[src/rtl/obi_data_arbiter.sv]
// obi_data_arbiter
//   Shares one OBI-style RAM data port between two masters:
//     M0 = core data interface, M1 = debug-module system-bus master.
//   Requests use a req/gnt handshake. Responses come back in order on
//   rvalid. A small ID FIFO remembers which master issued each accepted
//   transaction, so that every response goes back to the right master.
//
// Ports
//   clk_i, rst_ni                         clock, asynchronous active-low reset
//   m0_req_i/addr_i/we_i/be_i/wdata_i     M0 request; held until m0_gnt_o
//   m0_gnt_o, m0_rvalid_o, m0_rdata_o     M0 grant and response
//   m1_*                                  same set for M1 (debug SBA master)
//   s_req_o/addr_o/we_o/be_o/wdata_o      request to memory, muxed from the winner
//   s_gnt_i, s_rvalid_i, s_rdata_i        memory grant and in-order response
//   busy_o                                at least one transaction outstanding
//   err_o                                 sticky: response with nothing outstanding

module obi_data_arbiter #(
  parameter int unsigned ADDR_WIDTH      = 32,
  parameter int unsigned DATA_WIDTH      = 32,
  parameter int unsigned MAX_OUTSTANDING = 2,
  parameter bit          RR_EN           = 1'b1
) (
  input  logic                    clk_i,
  input  logic                    rst_ni,

  input  logic                    m0_req_i,
  input  logic [ADDR_WIDTH-1:0]   m0_addr_i,
  input  logic                    m0_we_i,
  input  logic [DATA_WIDTH/8-1:0] m0_be_i,
  input  logic [DATA_WIDTH-1:0]   m0_wdata_i,
  output logic                    m0_gnt_o,
  output logic                    m0_rvalid_o,
  output logic [DATA_WIDTH-1:0]   m0_rdata_o,

  input  logic                    m1_req_i,
  input  logic [ADDR_WIDTH-1:0]   m1_addr_i,
  input  logic                    m1_we_i,
  input  logic [DATA_WIDTH/8-1:0] m1_be_i,
  input  logic [DATA_WIDTH-1:0]   m1_wdata_i,
  output logic                    m1_gnt_o,
  output logic                    m1_rvalid_o,
  output logic [DATA_WIDTH-1:0]   m1_rdata_o,

  output logic                    s_req_o,
  output logic [ADDR_WIDTH-1:0]   s_addr_o,
  output logic                    s_we_o,
  output logic [DATA_WIDTH/8-1:0] s_be_o,
  output logic [DATA_WIDTH-1:0]   s_wdata_o,
  input  logic                    s_gnt_i,
  input  logic                    s_rvalid_i,
  input  logic [DATA_WIDTH-1:0]   s_rdata_i,

  output logic                    busy_o,
  output logic                    err_o
);

  localparam int unsigned CntWidth = $clog2(MAX_OUTSTANDING + 1);

  typedef enum logic {
    SelM0 = 1'b0,
    SelM1 = 1'b1
  } master_e;

  // Outstanding-transaction bookkeeping. The ID FIFO is a shift register
  // whose head is bit 0; bit value 1 means the transaction belongs to M1.
  logic [CntWidth-1:0]        count_q, count_d;
  logic [MAX_OUTSTANDING-1:0] idFifo_q, idFifo_d;
  logic [CntWidth-1:0]        writeIdx;

  logic    lock_q, lock_d;
  master_e lockSel_q, lockSel_d;
  master_e last_q, last_d;
  logic    err_q, err_d;

  master_e sel;
  logic    notFull;
  logic    handshake;
  logic    pop;

  // Full is judged on the registered count only, so a response that frees
  // a slot cannot let a new request through in the same cycle.
  assign notFull   = (count_q < CntWidth'(MAX_OUTSTANDING));
  assign s_req_o   = (m0_req_i | m1_req_i) & notFull;
  assign handshake = s_req_o & s_gnt_i;
  assign pop       = s_rvalid_i & (count_q != '0);

  // Winner selection. A request that was presented but not yet granted
  // keeps its master selected so the memory sees stable request fields.
  // Without a pending lock, round-robin favours the master not granted last.
  always_comb begin
    sel = SelM0;
    if (lock_q) begin
      sel = lockSel_q;
    end else if (m0_req_i && m1_req_i) begin
      sel = (RR_EN && (last_q == SelM0)) ? SelM1 : SelM0;
    end else if (m1_req_i) begin
      sel = SelM1;
    end
  end

  assign m0_gnt_o = handshake & (sel == SelM0);
  assign m1_gnt_o = handshake & (sel == SelM1);

  // Request fields are forced to zero while nothing is presented.
  assign s_addr_o  = s_req_o ? ((sel == SelM1) ? m1_addr_i  : m0_addr_i)  : '0;
  assign s_we_o    = s_req_o & ((sel == SelM1) ? m1_we_i : m0_we_i);
  assign s_be_o    = s_req_o ? ((sel == SelM1) ? m1_be_i    : m0_be_i)    : '0;
  assign s_wdata_o = s_req_o ? ((sel == SelM1) ? m1_wdata_i : m0_wdata_i) : '0;

  assign m0_rvalid_o = pop & ~idFifo_q[0];
  assign m1_rvalid_o = pop &  idFifo_q[0];
  assign m0_rdata_o  = s_rdata_i;
  assign m1_rdata_o  = s_rdata_i;

  assign busy_o = (count_q != '0);
  assign err_o  = err_q;

  // Next-state logic. On a simultaneous push and pop the FIFO shifts first,
  // so the new ID lands one slot lower and the order is preserved.
  always_comb begin
    idFifo_d  = idFifo_q;
    count_d   = count_q;
    lock_d    = lock_q;
    lockSel_d = lockSel_q;
    last_d    = last_q;
    err_d     = err_q;
    writeIdx  = count_q - CntWidth'(pop);

    if (pop) begin
      idFifo_d = idFifo_q >> 1;
    end
    if (handshake) begin
      for (int i = 0; i < MAX_OUTSTANDING; i++) begin
        if (CntWidth'(i) == writeIdx) begin
          idFifo_d[i] = (sel == SelM1);
        end
      end
    end
    count_d = count_q + CntWidth'(handshake) - CntWidth'(pop);

    if (handshake) begin
      lock_d = 1'b0;
      last_d = sel;
    end else if (s_req_o) begin
      lock_d    = 1'b1;
      lockSel_d = sel;
    end

    if (s_rvalid_i && (count_q == '0)) begin
      err_d = 1'b1;
    end
  end

  // Reset leaves last_q at M1 so that M0 wins the first contested cycle.
  always_ff @(posedge clk_i or negedge rst_ni) begin
    if (!rst_ni) begin
      count_q   <= '0;
      idFifo_q  <= '0;
      lock_q    <= 1'b0;
      lockSel_q <= SelM0;
      last_q    <= SelM1;
      err_q     <= 1'b0;
    end else begin
      count_q   <= count_d;
      idFifo_q  <= idFifo_d;
      lock_q    <= lock_d;
      lockSel_q <= lockSel_d;
      last_q    <= last_d;
      err_q     <= err_d;
    end
  end

endmodule

[config.mk]
export PLATFORM = sky130hd
export DESIGN_NAME = obi_data_arbiter
export DESIGN_NICKNAME = d
export VERILOG_FILES = /design/src/rtl/obi_data_arbiter.sv
export SDC_FILE = /design/constraint.sdc
export NUM_CORES = 1
export LEC_CHECK = 0
export CAP_MARGIN = 20
export CORE_AREA = 2 2 124 126
export DETAILED_ROUTE_END_ITERATION = 8
export DIE_AREA = 0 0 126 128
export PLACE_DENSITY = 0.64
export SETUP_SLACK_MARGIN = 0.1
export SKIP_LAST_GASP = 1
export SLEW_MARGIN = 20
export SYNTH_ARGS = -nofsm -noshare
export SYNTH_HDL_FRONTEND = slang
export SYNTH_SLANG_ARGS = --single-unit
[constraint.sdc]
create_clock -name clk_i -period 1.78 [get_ports clk_i]
set_input_delay 0.267 -clock clk_i [delete_from_list [all_inputs] [get_ports clk_i]]
set_output_delay 0.267 -clock clk_i [all_outputs]
set_load 0.05 [all_outputs]
After elaboration in Yosys (flattened, before gate mapping)
Index checks and enable logic that the tools add are counted.
{"block": "totals", "ff_bits": 8, "in_bits": 176, "out_inout_bits": 140, "elab_cells": 47}
{"block": "op_classes", "add_sub_neg": 3, "n_lt_le_gt_ge": 1, "eq_ne": 1, "n_mux": 17, "bitwise_logic": 12, "reduce_logical": 7}
{"cell": "$mux 32", "count": 4}
{"cell": "$mux 1", "count": 9}
{"cell": "$and 1x1->1", "count": 8}
{"cell": "$mux 4", "count": 2}
{"cell": "$logic_not 2->1", "count": 2}
{"cell": "$mux 2", "count": 2}
{"cell": "$reduce_bool 2->1", "count": 2}
{"cell": "$sub 2x1->2", "count": 2}
{"cell": "$not 1->1", "count": 3}
{"cell": "$add 2x1->2", "count": 1}
{"cell": "$eq 1x2->1 const A", "count": 1}
{"cell": "$logic_and 1x1->1", "count": 2}
{"cell": "$lt 2x2->1 const B", "count": 1}
{"cell": "$reduce_and 2->1", "count": 1}
{"cell": "$or 1x1->1", "count": 1}

Logic depth before layout (Yosys ltp)
Gate-level depths: netlist (run 1).
{"block": "depth", "depth_word": 6, "mapped_depth": 7, "depth_no_buf": 6}

Least setup slack after synthesis (run 1)
OpenSTA, ideal clock, no wires.
{"block": "synth_path", "path_type": "register to output", "from": "register count_q[1]", "to": "output s_wdata_o[25]", "arrival_time_ns": 1.974, "required_time_ns": 1.513, "setup_slack_ns": -0.461, "stages_incl_launch_ff": 6, "path_buffers": 2, "path_cell_list": "dfrtp_1 -> o21ba_4 -> buf_4 -> buf_2 -> nand2_1 -> mux2i_1"}
{"block": "synth_between", "elab_chain_cells": 3}
{"item": "start, declared", "line": "67", "rtl": "logic [CntWidth-1:0] count_q, count_d;"}
{"item": "start signal, assigned", "line": "165", "rtl": "count_q <= count_d;"}
{"item": "$lt 2x2->1", "line": "83", "rtl": "assign notFull = (count_q < CntWidth'(MAX_OUTSTANDING));"}
{"item": "$and 1x1->1", "line": "84", "rtl": "assign s_req_o = (m0_req_i | m1_req_i) & notFull;"}
{"item": "named net s_req_o", "line": "45", "rtl": "output logic s_req_o,"}
{"item": "$mux 32", "line": "109", "rtl": "assign s_wdata_o = s_req_o ? ((sel == SelM1) ? m1_wdata_i : m0_wdata_i) : '0;"}
{"item": "end, declared", "line": "49", "rtl": "output logic [DATA_WIDTH-1:0] s_wdata_o,"}
The timed path passes the listed nets, and every way through them passes these cells.

Final worst setup path (run 1)
{"block": "layout_path", "from": "register last_q", "to": "output s_wdata_o[9]"}
{"block": "layout_between", "elab_chain_cells": 5}
{"item": "start, declared", "line": "73", "rtl": "master_e last_q, last_d;"}
{"item": "start signal, assigned", "line": "162", "rtl": "last_q <= SelM1;"}
{"item": "start signal, assigned", "line": "169", "rtl": "last_q <= last_d;"}
{"item": "$mux 1", "line": "96", "rtl": "sel = (RR_EN && (last_q == SelM0)) ? SelM1 : SelM0;"}
{"item": "$mux 1", "line": "95", "rtl": "end else if (m0_req_i && m1_req_i) begin"}
{"item": "$mux 1", "line": "93", "rtl": "if (lock_q) begin"}
{"item": "$mux 32 (2 in a row)", "line": "109"}
Every way passes these cells.

==> results of run 1 <==
## cell usage after synthesis
library cell / number
dfrtp_1: 7
buf_4: 68
nand2_1: 140
o21a_1: 1
a31oi_1: 2
mux2i_1: 72
nand3_1: 1
nor4_1: 1
o21ai_0: 1
nand2b_1: 1
nor2b_1: 1
a211o_1: 1
clkbuf_1: 2
nand4_1: 2
o21ba_4: 1
nor2_1: 4
xor2_1: 1
nand3b_1: 1
a21boi_2: 1
buf_6: 2
and3_1: 2
or2_2: 1
dfstp_2: 1
buf_2: 12
ha_1: 1
a21oi_1: 2
nor4b_1: 1
buf_8: 4
mux2i_4: 1
a21o_1: 1
inv_1: 2
## flip-flops by register name, indices dropped and copies added (netlist names)
register / flops
count_q: 2
err_o: 1
idFifo_q: 2
last_q: 1
lockSel_q: 1
lock_q: 1
## logic make-up (layout without fill, tap and decap cells)
kind of cell / Yosys count / after routing / share of synthesized area [%]
DFF: 8 / 8 / 8.666
and+or+nand+nor: 155 / 155 / 26.32
muxes: 73 / 73 / 31.97
AOI/OAI and AO/OA: 10 / 10 / 3.391
xor gates and xnor gates: 1 / 1 / 0.3768
adders and majority gates: 1 / 1 / 0.5381
buffers and inverters: 90 / 264 / 28.74
## area by class of cell
type                       count  area [um^2]
clock buffer                   4        78.83
fill                        1394         8593
inverter                       2        7.507
multi-input combinational    240         2321
sequential                     8        201.4
tap                          188        235.2
timing repair buffer         258         3427
## per-stage QoR
step	setup slack [ns]	cell area [um^2]
after floorplan	-0.08968	3191
after global placement	-0.4151	6011
after detailed placement	-0.4424	6011
after CTS	-0.4255	6230
after global routing	-0.4670	6271
final	-0.3847	6271
## routing by layer
| metal | global-route usage (%) | part of all wire [%] | vias up |
|---|---|---|---|
| met2 | 26.15 | 54 | 164 |
| met5 | 0 | 0 | - |
| met3 | 2.546 | 7.5 | 33 |
| met1 | 14.09 | 36 | 1327 |
| li1 | - | - | 1385 |
| met4 | 3.943 | 2.8 | 0 |
## power by group through the flow
stage          clock [W]  combinational [W]  sequential [W]
6_report        0.000408             0.0120        0.000339
3_5_place_dp           0             0.0116        0.000340
3_3_place_gp           0             0.0115        0.000334
5_1_grt         0.000422             0.0124        0.000349
4_1_cts         0.000411             0.0120        0.000338
2_1_floorplan          0            0.00751        0.000326
## final timing paths
kind	from	to	slack (ns)	cells after the start
setup / recovery	last_q	s_wdata_o[9]	-0.38	6
hold / removal	rst_ni	count_q[0]	0.33	1
setup reg to reg	count_q[1]	count_q[1]	0.02	8
hold reg to reg	err_o	err_o	0.46	1
max in group asynchronous	rst_ni	last_q	1.13	1
min in group clk_i	err_o	err_o	0.46	1
## repair_timing
action                                  4_1_cts  5_1_grt
gates resized for setup                      12        4
buffers inserted                              3        0
cloned                                        2        1
pin swaps                                     3        3
endpoints found under the setup margin       74       75
==> results_dict.tcl, run 1 <==
set metrics [dict create \
    yosysTopAreaCell "mux2i_1" \
    cts_sinks 8 \
    hold_viol 0 \
    cts_tree "built" \
    post-route-util_pct 42.19 \
    n_antenna_cell 0 \
    worstSetupPathType "reg -> out" \
    grt_pass1_vias 3075 \
    failed_checks "negative setup slack" \
    final_nets 690 \
    setup_ws_ns -0.3847 \
    p_switching_w 0.006102 \
    die-area_um2 16130 \
    cts_hold_buf 0 \
    root_buffer "clkbuf_16" \
    clockPowerShare_pct 3.2 \
    num_vias 2909 \
    hold_path.class "in -> async" \
    numCtsBuffers 3 \
    setup_viol 71 \
    timing.hold.ws_ns 0.3257 \
    final.period_utilization_pct 121.6 \
    ys_seq_elements 8 \
    crit_buf_inv 3 \
    seqPwrFrac_pct 2.7 \
    port_buffers 219 \
    cp_top_family "buffers and inverters" \
    grt_antenna_before_repair 0 \
    initial_utilization_pct 15.64 \
    min_period_ns 2.165 \
    h-tree-depth 1 \
    max-vdd-ir-drop_uv 929.6 \
    ys_warn_count 0 \
    p_int_w 0.006613 \
    globalRouteTotalUtil_pct 13.23 \
    worst_path_largest_cell_delay_ns 0.54 \
    synth_top_area_share_pct 31.00 \
    worstMarginPinSlew_ns 0.4088 \
    crit_slowest_cell "dfstp_2" \
    drive_above_1_share_pct 38.48 \
    dr.pass1.iters 4 \
    wl_per_cell_um 16.10 \
    insertion_delay_ns 0.24 \
    synthToLayoutAreaGrowth_pct 169.8 \
    overflow 0 \
    die_x_um 126 \
    grt_max_degree 73 \
    rsz0062_at_grt "true" \
    cts.clk_slew.worst_paths_ns 0.04 \
    finClkSkew_ns 0.004223 \
    post_synth.cell_area_avg_um2 6.878 \
    ios 316 \
    viasPerCell 4.156 \
    synth_cells 338 \
    fmax_ghz 0.4620 \
    drc 0 \
    yosys-top-cells-area "mux2i_1 31%, nand2_1 23%, buf_4 22%" \
    pwr-share-comb_pct 94.1 \
    slew_headroom_pct 72.66 \
    synth_area_um2 2325 \
    clockBufferDepth 2 \
    coreArea_um2 14860 \
    crit_arrival_ns 1.90 \
    dp_hpwl_mm 9.477 \
    layout_common_cells "141 x clkdlybuf4s50_1, 139 x nand2_1, 80 x buf_12, 68 x mux2i_4, 26 x buf_4" \
    antenna_left 0 \
    fin_setup_tns_ns -24.10 \
    power.density_nw_per_um2 2028 \
    final_cells 700 \
    gp_congestion 0.8104 \
    total_leakage_power_nw 2.394 \
    placed_cells 690 \
    path_max_fanout 14 \
    max_cap_viol_count 0 \
    die_h_um 128 \
    crit_required_ns 1.51 \
    swShare_pct 47.99 \
    cp-end-kind "primary output" \
    yosysUniqueCellTypes 31 \
    drt-total-wl_mm 11.27 \
    crit_chain "a21boi_2 -> mux2i_4 -> buf_12 -> buf_16 -> mux2i_4 -> buf_12" \
    core.rowCount 45 \
    cp-start-kind "register" \
    status "finished with violations" \
    power_w 0.01271 \
    slew_viol_final 0 \
    final_common_cell "clkdlybuf4s50_1" \
    grt_pass1_wl_mm 17.02 \
    yosysSeqAreaShare_pct 8.665 \
    initialDrtViolationCount 47 \
    synth_fp_nets 515 \
]
No activity file was read; power rests on OpenSTA's default activity.
==> inputs of run 2 (changes only) <==
Settings changed: GPL_ROUTABILITY_DRIVEN from default to 0.
==> results of run 2 <==
The final DEF is identical to that of run 1; final timing and power are the same.
